[config.mk]
export PLATFORM = sky130hd
export DESIGN_NAME = fp_add_align_flat
export DESIGN_NICKNAME = d
export VERILOG_FILES = /design/src/rtl/fp_pkg.sv /design/src/rtl/fp_add_align_if.sv /design/src/rtl/fp_rshift_sticky.sv /design/src/rtl/fp_add_align.sv /design/src/flat_wrapper.sv
export SDC_FILE = /design/constraint.sdc
export NUM_CORES = 1
export LEC_CHECK = 0
export ABC_AREA = 1
export CORE_ASPECT_RATIO = 1.4
export CORE_MARGIN = 3
export CORE_UTILIZATION = 50
export DETAILED_ROUTE_END_ITERATION = 10
export PLACE_DENSITY = 0.75
export SKIP_CTS_REPAIR_TIMING = 1
export SYNTH_ARGS = -nofsm -noshare
export SYNTH_HDL_FRONTEND = slang
export SYNTH_SLANG_ARGS = --single-unit
[constraint.sdc]
create_clock -name clk -period 2.9 [get_ports clk]
set_input_delay 0.58 -clock clk [delete_from_list [all_inputs] [get_ports clk]]
set_output_delay 0.58 -clock clk [all_outputs]
set_load 0.01 [all_outputs]
[src/rtl/fp_pkg.sv]
// Shared types for the single-precision add/sub operand-alignment block.
// Holds the format widths, the unpacked operand view and the special-result classes.
// The classify/unpack helpers are pure functions that turn directly into logic.
package fp_pkg;

  localparam int M    = 24;   // mantissa width including hidden bit
  localparam int E    = 8;    // exponent width
  localparam int BIAS = 127;  // single-precision exponent bias

  typedef struct packed {
    logic         sign;
    logic [E-1:0] exp;
    logic [M-1:0] mant;
  } fp_op_t;

  typedef enum logic [1:0] {
    SP_NORMAL = 2'b00,
    SP_ZERO   = 2'b01,
    SP_INF    = 2'b10,
    SP_NAN    = 2'b11
  } special_e;

  // Denormals get hidden bit 0 and effective exponent 1 so they line up with the smallest normals.
  function automatic fp_op_t fp_unpack(input logic [31:0] f, input logic flip);
    fp_op_t r;
    r.sign = f[31] ^ flip;
    r.exp  = (f[30:23] == 8'd0) ? 8'd1 : f[30:23];
    r.mant = {(f[30:23] != 8'd0), f[22:0]};
    return r;
  endfunction

  function automatic logic fp_is_nan(input logic [31:0] f);
    return (&f[30:23]) && (|f[22:0]);
  endfunction

  function automatic logic fp_is_inf(input logic [31:0] f);
    return (&f[30:23]) && !(|f[22:0]);
  endfunction

  function automatic logic fp_is_zero(input logic [31:0] f);
    return (f[30:0] == 31'd0);
  endfunction

endpackage

[src/rtl/fp_add_align_if.sv]
// Operand-in / aligned-result-out bundle for fp_add_align.
// Carries both valid/ready channels; no storage of its own.
// slave is the alignment stage's view, master is the producer/consumer view.
interface fp_add_align_if #(
  parameter int M = 24,
  parameter int E = 8
);
  logic         in_valid;
  logic         in_ready;
  logic [31:0]  a;
  logic [31:0]  b;
  logic         op;
  logic         out_valid;
  logic         out_ready;
  logic [M-1:0] mant_x;
  logic [M-1:0] mant_y;
  logic [2:0]   grs;
  logic         sub;
  logic [E-1:0] exp;
  logic         sign;
  logic [1:0]   special;

  modport slave (
    input  in_valid, a, b, op, out_ready,
    output in_ready, out_valid, mant_x, mant_y, grs, sub, exp, sign, special
  );

  modport master (
    output in_valid, a, b, op, out_ready,
    input  in_ready, out_valid, mant_x, mant_y, grs, sub, exp, sign, special
  );
endinterface

[src/rtl/fp_rshift_sticky.sv]
// Right-shifts the smaller mantissa and collects guard/round/sticky from the bits shifted out.
// Purely combinational, zero latency.
// No handshake; caller registers the result.
module fp_rshift_sticky #(
  parameter int M  = 24,
  parameter int SW = 8
) (
  input  logic [M-1:0]  din,
  input  logic [SW-1:0] shamt,
  output logic [M-1:0]  dout,
  output logic [2:0]    grs
);

  // Beyond M+2 every mantissa bit lands in sticky, so the wide shifter only needs M+2 extra bits.
  localparam int LIM = M + 2;

  logic [M+LIM-1:0] ext;

  // Shift mantissa into an extended field; the low half holds guard, round and sticky sources.
  always_comb begin
    ext  = {din, {LIM{1'b0}}} >> shamt;
    dout = ext[M+LIM-1:LIM];
    grs  = {ext[LIM-1], ext[LIM-2], |ext[LIM-3:0]};
    if (shamt > SW'(LIM)) begin
      dout = '0;
      grs  = {2'b00, |din};
    end
  end

endmodule

[src/rtl/fp_add_align.sv]
// IEEE-754 single add/sub front end: unpack, order by magnitude, align smaller mantissa with GRS.
// Latency 2 cycles (S1 unpack/compare/swap, S2 shift/sticky), one operand pair per cycle.
// Stalls propagate back through S2 then S1; outputs hold while out_valid && !out_ready.
module fp_add_align #(
  parameter int M = fp_pkg::M,
  parameter int E = fp_pkg::E
) (
  input logic          clk,
  input logic          rst_n,
  fp_add_align_if.slave io
);
  import fp_pkg::*;

  fp_op_t       ua, ub, x, y;
  logic         a_ge_b;
  logic         sub_c;
  logic [E-1:0] d_c;
  special_e     spec_c;

  logic         s1_vld;
  fp_op_t       s1_x;
  logic [M-1:0] s1_ymant;
  logic [E-1:0] s1_d;
  logic         s1_sub;
  special_e     s1_spec;

  logic         s2_vld;
  logic [M-1:0] s2_mant_x;
  logic [M-1:0] s2_mant_y;
  logic [2:0]   s2_grs;
  logic         s2_sub;
  logic [E-1:0] s2_exp;
  logic         s2_sign;
  special_e     s2_spec;

  logic         s1_load, s2_load;
  logic [M-1:0] sh_mant;
  logic [2:0]   sh_grs;

  assign s2_load     = !s2_vld || io.out_ready;
  assign s1_load     = !s1_vld || s2_load;
  assign io.in_ready = s1_load;

  // S1 datapath: unpack both operands, pick the larger magnitude (tie keeps a), classify specials.
  always_comb begin
    ua     = fp_unpack(io.a, 1'b0);
    ub     = fp_unpack(io.b, io.op);
    a_ge_b = {ua.exp, ua.mant} >= {ub.exp, ub.mant};
    x      = a_ge_b ? ua : ub;
    y      = a_ge_b ? ub : ua;
    sub_c  = io.a[31] ^ io.b[31] ^ io.op;
    d_c    = x.exp - y.exp;
    spec_c = SP_NORMAL;
    if (fp_is_nan(io.a) || fp_is_nan(io.b))
      spec_c = SP_NAN;
    else if (fp_is_inf(io.a) && fp_is_inf(io.b))
      spec_c = sub_c ? SP_NAN : SP_INF;
    else if (fp_is_inf(io.a) || fp_is_inf(io.b))
      spec_c = SP_INF;
    else if (fp_is_zero(io.a) && fp_is_zero(io.b))
      spec_c = SP_ZERO;
    // Special results carry zeroed mantissas so the downstream adder sees deterministic data.
    if (spec_c != SP_NORMAL) begin
      x.mant = '0;
      y.mant = '0;
    end
  end

  // S1 register: capture the ordered operands whenever this stage can advance.
  always_ff @(posedge clk or negedge rst_n) begin
    if (!rst_n) begin
      s1_vld   <= 1'b0;
      s1_x     <= '0;
      s1_ymant <= '0;
      s1_d     <= '0;
      s1_sub   <= 1'b0;
      s1_spec  <= SP_NORMAL;
    end else if (s1_load) begin
      s1_vld <= io.in_valid;
      if (io.in_valid) begin
        s1_x     <= x;
        s1_ymant <= y.mant;
        s1_d     <= d_c;
        s1_sub   <= sub_c;
        s1_spec  <= spec_c;
      end
    end
  end

  fp_rshift_sticky #(.M(M), .SW(E)) u_shift (
    .din   (s1_ymant),
    .shamt (s1_d),
    .dout  (sh_mant),
    .grs   (sh_grs)
  );

  // S2 register: aligned result; frozen while the downstream adder is stalled.
  always_ff @(posedge clk or negedge rst_n) begin
    if (!rst_n) begin
      s2_vld    <= 1'b0;
      s2_mant_x <= '0;
      s2_mant_y <= '0;
      s2_grs    <= '0;
      s2_sub    <= 1'b0;
      s2_exp    <= '0;
      s2_sign   <= 1'b0;
      s2_spec   <= SP_NORMAL;
    end else if (s2_load) begin
      s2_vld <= s1_vld;
      if (s1_vld) begin
        s2_mant_x <= s1_x.mant;
        s2_mant_y <= sh_mant;
        s2_grs    <= sh_grs;
        s2_sub    <= s1_sub;
        s2_exp    <= s1_x.exp;
        s2_sign   <= s1_x.sign;
        s2_spec   <= s1_spec;
      end
    end
  end

  assign io.out_valid = s2_vld;
  assign io.mant_x    = s2_mant_x;
  assign io.mant_y    = s2_mant_y;
  assign io.grs       = s2_grs;
  assign io.sub       = s2_sub;
  assign io.exp       = s2_exp;
  assign io.sign      = s2_sign;
  assign io.special   = s2_spec;

endmodule

[src/flat_wrapper.sv]
// flat-port wrapper written by rule: the top's interface ports become plain ports
module fp_add_align_flat import fp_pkg::*;
#(
  parameter int M = fp_pkg::M,
  parameter int E = fp_pkg::E
)
  (clk, rst_n, io_in_valid, io_a, io_b, io_op, io_out_ready, io_in_ready, io_out_valid, io_mant_x, io_mant_y, io_grs, io_sub, io_exp, io_sign, io_special);
  fp_add_align_if #(.M(M), .E(E)) io_i ();
  input logic clk;
  input logic rst_n;
  input wire logic [$bits(io_i.in_valid)-1:0] io_in_valid;
  input wire logic [$bits(io_i.a)-1:0] io_a;
  input wire logic [$bits(io_i.b)-1:0] io_b;
  input wire logic [$bits(io_i.op)-1:0] io_op;
  input wire logic [$bits(io_i.out_ready)-1:0] io_out_ready;
  output wire logic [$bits(io_i.in_ready)-1:0] io_in_ready;
  output wire logic [$bits(io_i.out_valid)-1:0] io_out_valid;
  output wire logic [$bits(io_i.mant_x)-1:0] io_mant_x;
  output wire logic [$bits(io_i.mant_y)-1:0] io_mant_y;
  output wire logic [$bits(io_i.grs)-1:0] io_grs;
  output wire logic [$bits(io_i.sub)-1:0] io_sub;
  output wire logic [$bits(io_i.exp)-1:0] io_exp;
  output wire logic [$bits(io_i.sign)-1:0] io_sign;
  output wire logic [$bits(io_i.special)-1:0] io_special;
  assign io_i.in_valid = io_in_valid;
  assign io_i.a = io_a;
  assign io_i.b = io_b;
  assign io_i.op = io_op;
  assign io_i.out_ready = io_out_ready;
  assign io_in_ready = io_i.in_ready;
  assign io_out_valid = io_i.out_valid;
  assign io_mant_x = io_i.mant_x;
  assign io_mant_y = io_i.mant_y;
  assign io_grs = io_i.grs;
  assign io_sub = io_i.sub;
  assign io_exp = io_i.exp;
  assign io_sign = io_i.sign;
  assign io_special = io_i.special;
  fp_add_align #(.M(M), .E(E)) u_core (.clk(clk), .rst_n(rst_n), .io(io_i));
endmodule
**Yosys cells after proc, flatten, opt, wreduce, memory -nomap -nowiden**

Cells that the tools add are included.

- $add $sub $neg: 1
- Order comparisons: 2
- Shift-type cells: 1
- Muxes and demuxes: 13
- Bitwise operators: 3
- Reduce and logical (&&, ||, !) cells: 29

Operators by type and width:

| operator | number |
|---|---|
| two-way mux 24 bit | 3 |
| logical NOT 31 bit | 2 |
| >> shifter 50 x 8 -> 50 bit | 1 |
| OR reduction 24 bit | 2 |
| OR reduction 23 bit | 2 |
| two-way mux 33 bit | 1 |
| greater-or-equal comparator 32 bit | 1 |
| two-way mux 32 bit | 1 |
| logical NOT 8 bit | 2 |
| two-way mux 8 bit | 2 |
| AND reduction 8 bit | 2 |
| nonzero test 8 bit | 2 |
| greater-than comparator 8 x 5 -> 1 bit, second input constant | 1 |
| subtractor 8 bit | 1 |
| logical AND 1 bit | 6 |
| two-way mux 2 bit | 3 |
| logical NOT 1 bit | 4 |
| logical OR 1 bit | 4 |
| AND reduction 2 bit | 2 |
| two-way mux 3 bit | 1 |
| XOR 1 bit | 3 |
| two-way mux 1 bit | 2 |
| nonzero test 2 bit | 1 |

- Register bits after elaboration: 133
- Input bits: 69
- Output and inout bits: 65
- Logic and storage cells: 65

**Longest topological paths before layout**

- Word-level depth: 9
- Mapped depth: 23
- Gate-level depth less buffers: 23

**Cells and area by module**

Synthesis repeated with hierarchy kept, for this count alone.

- Cell total of the unflattened synthesis: 1240
- Area, all modules: 9085.0 um2

By module, submodules not included:

| module | instances | cells each | area each (um2) |
|---|---|---|---|
| fp_add_align | 1 | 861 | 7184.4 |
| fp_rshift_sticky | 1 | 379 | 1900.6 |

**Least setup slack after synthesis**

Ideal clock, no wire load.

- Kind: input port to flip-flop
- Start point: in io_a[29]
- End point: reg u_core.s1_d[6]
- Setup time: 0.118 ns
- Arrival time: 2.708 ns
- Required time: 2.782 ns
- Slack: 0.075 ns
- Cell stages on the path: 21
- Buffers on the path: 0
- Cells stage by stage: inv_1 > nand4_1 > nor3_1 > nand2_1 > ha_1 > nand2_1 > nor2_1 > nand4_1 > nor3b_2 > nand2_2 > nand2_4 > nand2_1 > nand3_1 > ha_1 > inv_1 > nand2_1 > nand3_1 > nand3_1 > nand2_1 > nand3_1 > nand2_1

- Word-level cells in the longest chain between the ends: 5

RTL lines:

| item | RTL line | source |
|---|---|---|
| start, declared | flat_wrapper.sv:12 | `input wire logic [$bits(io_i.a)-1:0] io_a;` |
| logical NOT 8 bit | fp_pkg.sv:27 | `r.exp = (f[30:23] == 8'd0) ? 8'd1 : f[30:23];` |
| two-way mux 8 bit | fp_pkg.sv:27 |  |
| greater-or-equal comparator 32 bit | fp_add_align.sv:48 | `a_ge_b = {ua.exp, ua.mant} >= {ub.exp, ub.mant};` |
| two-way mux 33 bit or two-way mux 32 bit (tied branches) | fp_add_align.sv:49, fp_add_align.sv:50 |  |
| subtractor 8 bit (*) | fp_add_align.sv:52 | `d_c = x.exp - y.exp;` |
| end signal, assigned | fp_add_align.sv:75 | `s1_d <= '0;` |
| end signal, assigned | fp_add_align.sv:83 | `s1_d <= d_c;` |
| end, declared | fp_add_align.sv:23 | `logic [E-1:0] s1_d;` |

Every way passes the cells marked *; elsewhere a longest branch is shown, timed or not.
A chain may end at the register's enable or synchronous reset.

**Worst setup path in the final report**

- Start point: in io_b[21]
- End point: reg u_core.s1_d[2]

- Word-level cells in the longest chain between the ends: 3

RTL lines:

| item | RTL line | source |
|---|---|---|
| start, declared | flat_wrapper.sv:13 | `input wire logic [$bits(io_i.b)-1:0] io_b;` |
| greater-or-equal comparator 32 bit (*) | fp_add_align.sv:48 |  |
| two-way mux 33 bit or two-way mux 32 bit (tied branches) | fp_add_align.sv:49, fp_add_align.sv:50 |  |
| subtractor 8 bit (*) | fp_add_align.sv:52 |  |

Marked as above.

==> impl_metrics.tcl <==
set metrics [dict create \
    p_clk_share_pct 26.9 \
    combPwrFrac_pct 41.7 \
    gp_congestion 0.966 \
    pwr-share-seq_pct 31.4 \
    tns_ps 0 \
    crit_family "simple AND/OR/NAND/NOR gates" \
    drive_above_1_share_pct 21.1 \
    ir_drop_uv 414 \
    p_leak_nw 6.12 \
    synth_seq_area_share_pct 38.0 \
    cts_tree "done" \
    avgViaCountPerCell 5.33 \
    grt_pass1_vias 9053 \
    swShare_pct 39.1 \
    max_stage_delay_ps 550 \
    reg2reg_depth 18 \
    path_class "input pin to flop" \
    p_sw_mw 3.15 \
    final_cell_mix "nand2_1, buf_4, dfrtp_1" \
    antenna_found_initial 0 \
    initialDrtViolationCount 656 \
    clock_sink_count 133 \
    die_w_um 118 \
    critPathSlowestCell "clkdlybuf4s50_1" \
    insertion_delay_ps 430 \
    grt-ovfl-total 0 \
    firstDrtPassIters 5 \
    diodes 0 \
    power_density_nw_per_um2 653 \
    reg2reg_slack_ps 370 \
    fillCellCount 1362 \
    post-route-period-util_pct 95.1 \
    fin_util_pct 72.7 \
    crit_end "u_core.s1_d[2]" \
    clk_pin_slew_worst_paths_ps 60 \
    totalWireLength_um 27300 \
    critPathLaunchType "input pin" \
    synth_seq_cells 133 \
    synthToLayoutAreaGrowth_pct 40.6 \
    max_slew.worst_pin.slew_ps 538 \
    io_buffers 133 \
    clockRootBuffer "clkbuf_16" \
    die_h_um 163 \
    end_kind "flop" \
    grt_max_degree 97 \
    total_power_mw 8.05 \
    nets 1569 \
    final_common_cell "nand2_1" \
    wl_per_cell_um 15.9 \
    syn_avg_cell_area_um2 7.21 \
    vias 9130 \
    cp.depth 16 \
    power.internal_mw 4.91 \
    setup_slack_ps 141 \
    grt.total_usage_pct 28.2 \
    ys_async_sr_fraction_pct 100 \
    synth-edff-count 0 \
    critPathBufInv 4 \
    pre_cts_ws_ps -578 \
    cp_max_fo 3 \
    worst_r2r_endpoint "u_core.io.grs[0]" \
    hold_class "input pin to asynchronous set/reset pin" \
    synth_nets 1318 \
    finClkSkew_ps 9.35 \
    core_region_area_um2 17000 \
    clk_path_buf_depth 2 \
    crit_path_start "io_b[21]" \
    io_pins 134 \
    start_util_pct 51.7 \
    drv_cap 0 \
    grt_first_pass_wirelength_um 43500 \
    dp_hpwl_um 20700 \
    ant_nets 0 \
    std_cell_rows 56 \
    slew_headroom_pct 64.0 \
    critical_path_arrival_ps 3070 \
    yosys_warnings 0 \
    synthFlopType "dfrtp_1" \
    synth_cell_types 52 \
    setup_viol 0 \
    cts_buffers 17 \
    drt_drc_violations_left 0 \
    drv_slew 0 \
    cts_htree_levels 4 \
    syn_inst 1216 \
    path_cells "clkdlybuf4s50_1 -> inv_1 -> ha_4 -> nand2_1 -> nor2_2 -> nand4_1 -> nor3b_2 -> nand2_2 -> nand3b_1 -> nand3_2 -> ha_1 -> inv_1 -> nand2_2 -> buf_4 -> xnor2_1 -> o21ai_1" \
    hold_violations 0 \
    period_needed_ps 2760 \
    status "completed" \
    die-area_um2 19200 \
    max_freq_ghz 0.362 \
    syn-cell-area_um2 8760 \
    required_ps 3210 \
    reg2reg_from "u_core.s1_d[0]" \
]
[Yosys cell counts, types with 22 or more instances]
cell	number	area share, %
nand2_1	389	17
dfrtp_1	133	38
inv_1	131	5.6
o21ai_0	95	5.4
o21ai_1	74	4.2
nand3_1	70	4.0
nor2_1	53	2.3
o211ai_1	34	2.9
ha_1	33	4.7
clkbuf_1	32	1.4
nand4_1	24	1.7
o211ai_2	22	3.1
[logic make-up after synthesis]
family                   count (synthesis)  synth area share [%]
AND/OR/NAND/NOR                        568                  27.5
AO/OA/AOI/OAI                          264                  18.9
buffers and inverters                  213                  10.4
flip-flops                             133                  38.0
adder cells (fa/ha/maj)                 33                  4.71
XOR/XNOR                                 4                 0.400
multiplexers                             1                 0.114
[sequential cells by signal, summed over array words and instances (netlist names), 2 cells and up]
register / count
u_core.s1_x: 33
u_core.io.mant_x: 24
u_core.io.mant_y: 24
u_core.s1_ymant: 24
u_core.io.exp: 8
u_core.s1_d: 8
u_core.io.grs: 3
u_core.io.special: 2
u_core.s1_spec: 2
[power by group through the flow]
stage / registers [mW] / logic [mW] / clock network [mW]
after global placement: 2.54 / 3.22 / 0
after floorplan: 2.59 / 1.80 / 0
after detailed placement: 2.55 / 3.26 / 0
after CTS: 2.52 / 3.28 / 2.19
after global routing: 2.58 / 3.71 / 2.27
final: 2.53 / 3.36 / 2.16
[worst min path at each step]
stage | slack, ps | endpoint | from
3_5_place_dp | 470 | u_core.io.sub | u_core.io.sub
3_3_place_gp | 450 | u_core.io.exp[5] | u_core.s1_x[29]
6_report | 100 | u_core.io.mant_x[22] | rst_n
4_1_cts | 110 | u_core.io.mant_x[21] | rst_n
5_1_grt | 120 | u_core.io.mant_x[22] | rst_n
2_1_floorplan | 280 | u_core.io.exp[0] | rst_n
[per-stage QoR]
| step | instances | hold slack (ps) | area [um2] |
|---|---|---|---|
| after floorplan | 1216 | 284 | 8760 |
| after global placement | 1673 | 453 | 11300 |
| after detailed placement | 1673 | 469 | 11300 |
| after CTS | 1705 | 113 | 11900 |
| after global routing | 1712 | 121 | 12300 |
| final | 1712 | 95.6 | 12300 |
[final cells by class]
class	instances	area, um2	share of cell area (%)
clock buffers	17	425	3.45
flip-flops and latches	133	3330	27.0
multi-input cells	870	4800	38.9
repair buffers	300	2780	22.5
well taps	232	290	2.36
inverters	145	547	4.44
clock inverters	15	160	1.30
[metal layers]
metal  up-vias  wire [um]  track usage (%)
met4         0       1150             13.3
li1       4506          -                -
met3        73       1060             4.31
met1      4292      10900             32.0
met5         -          0                0
met2       259      14200             51.8
No activity file was read; power rests on OpenSTA's default activity.
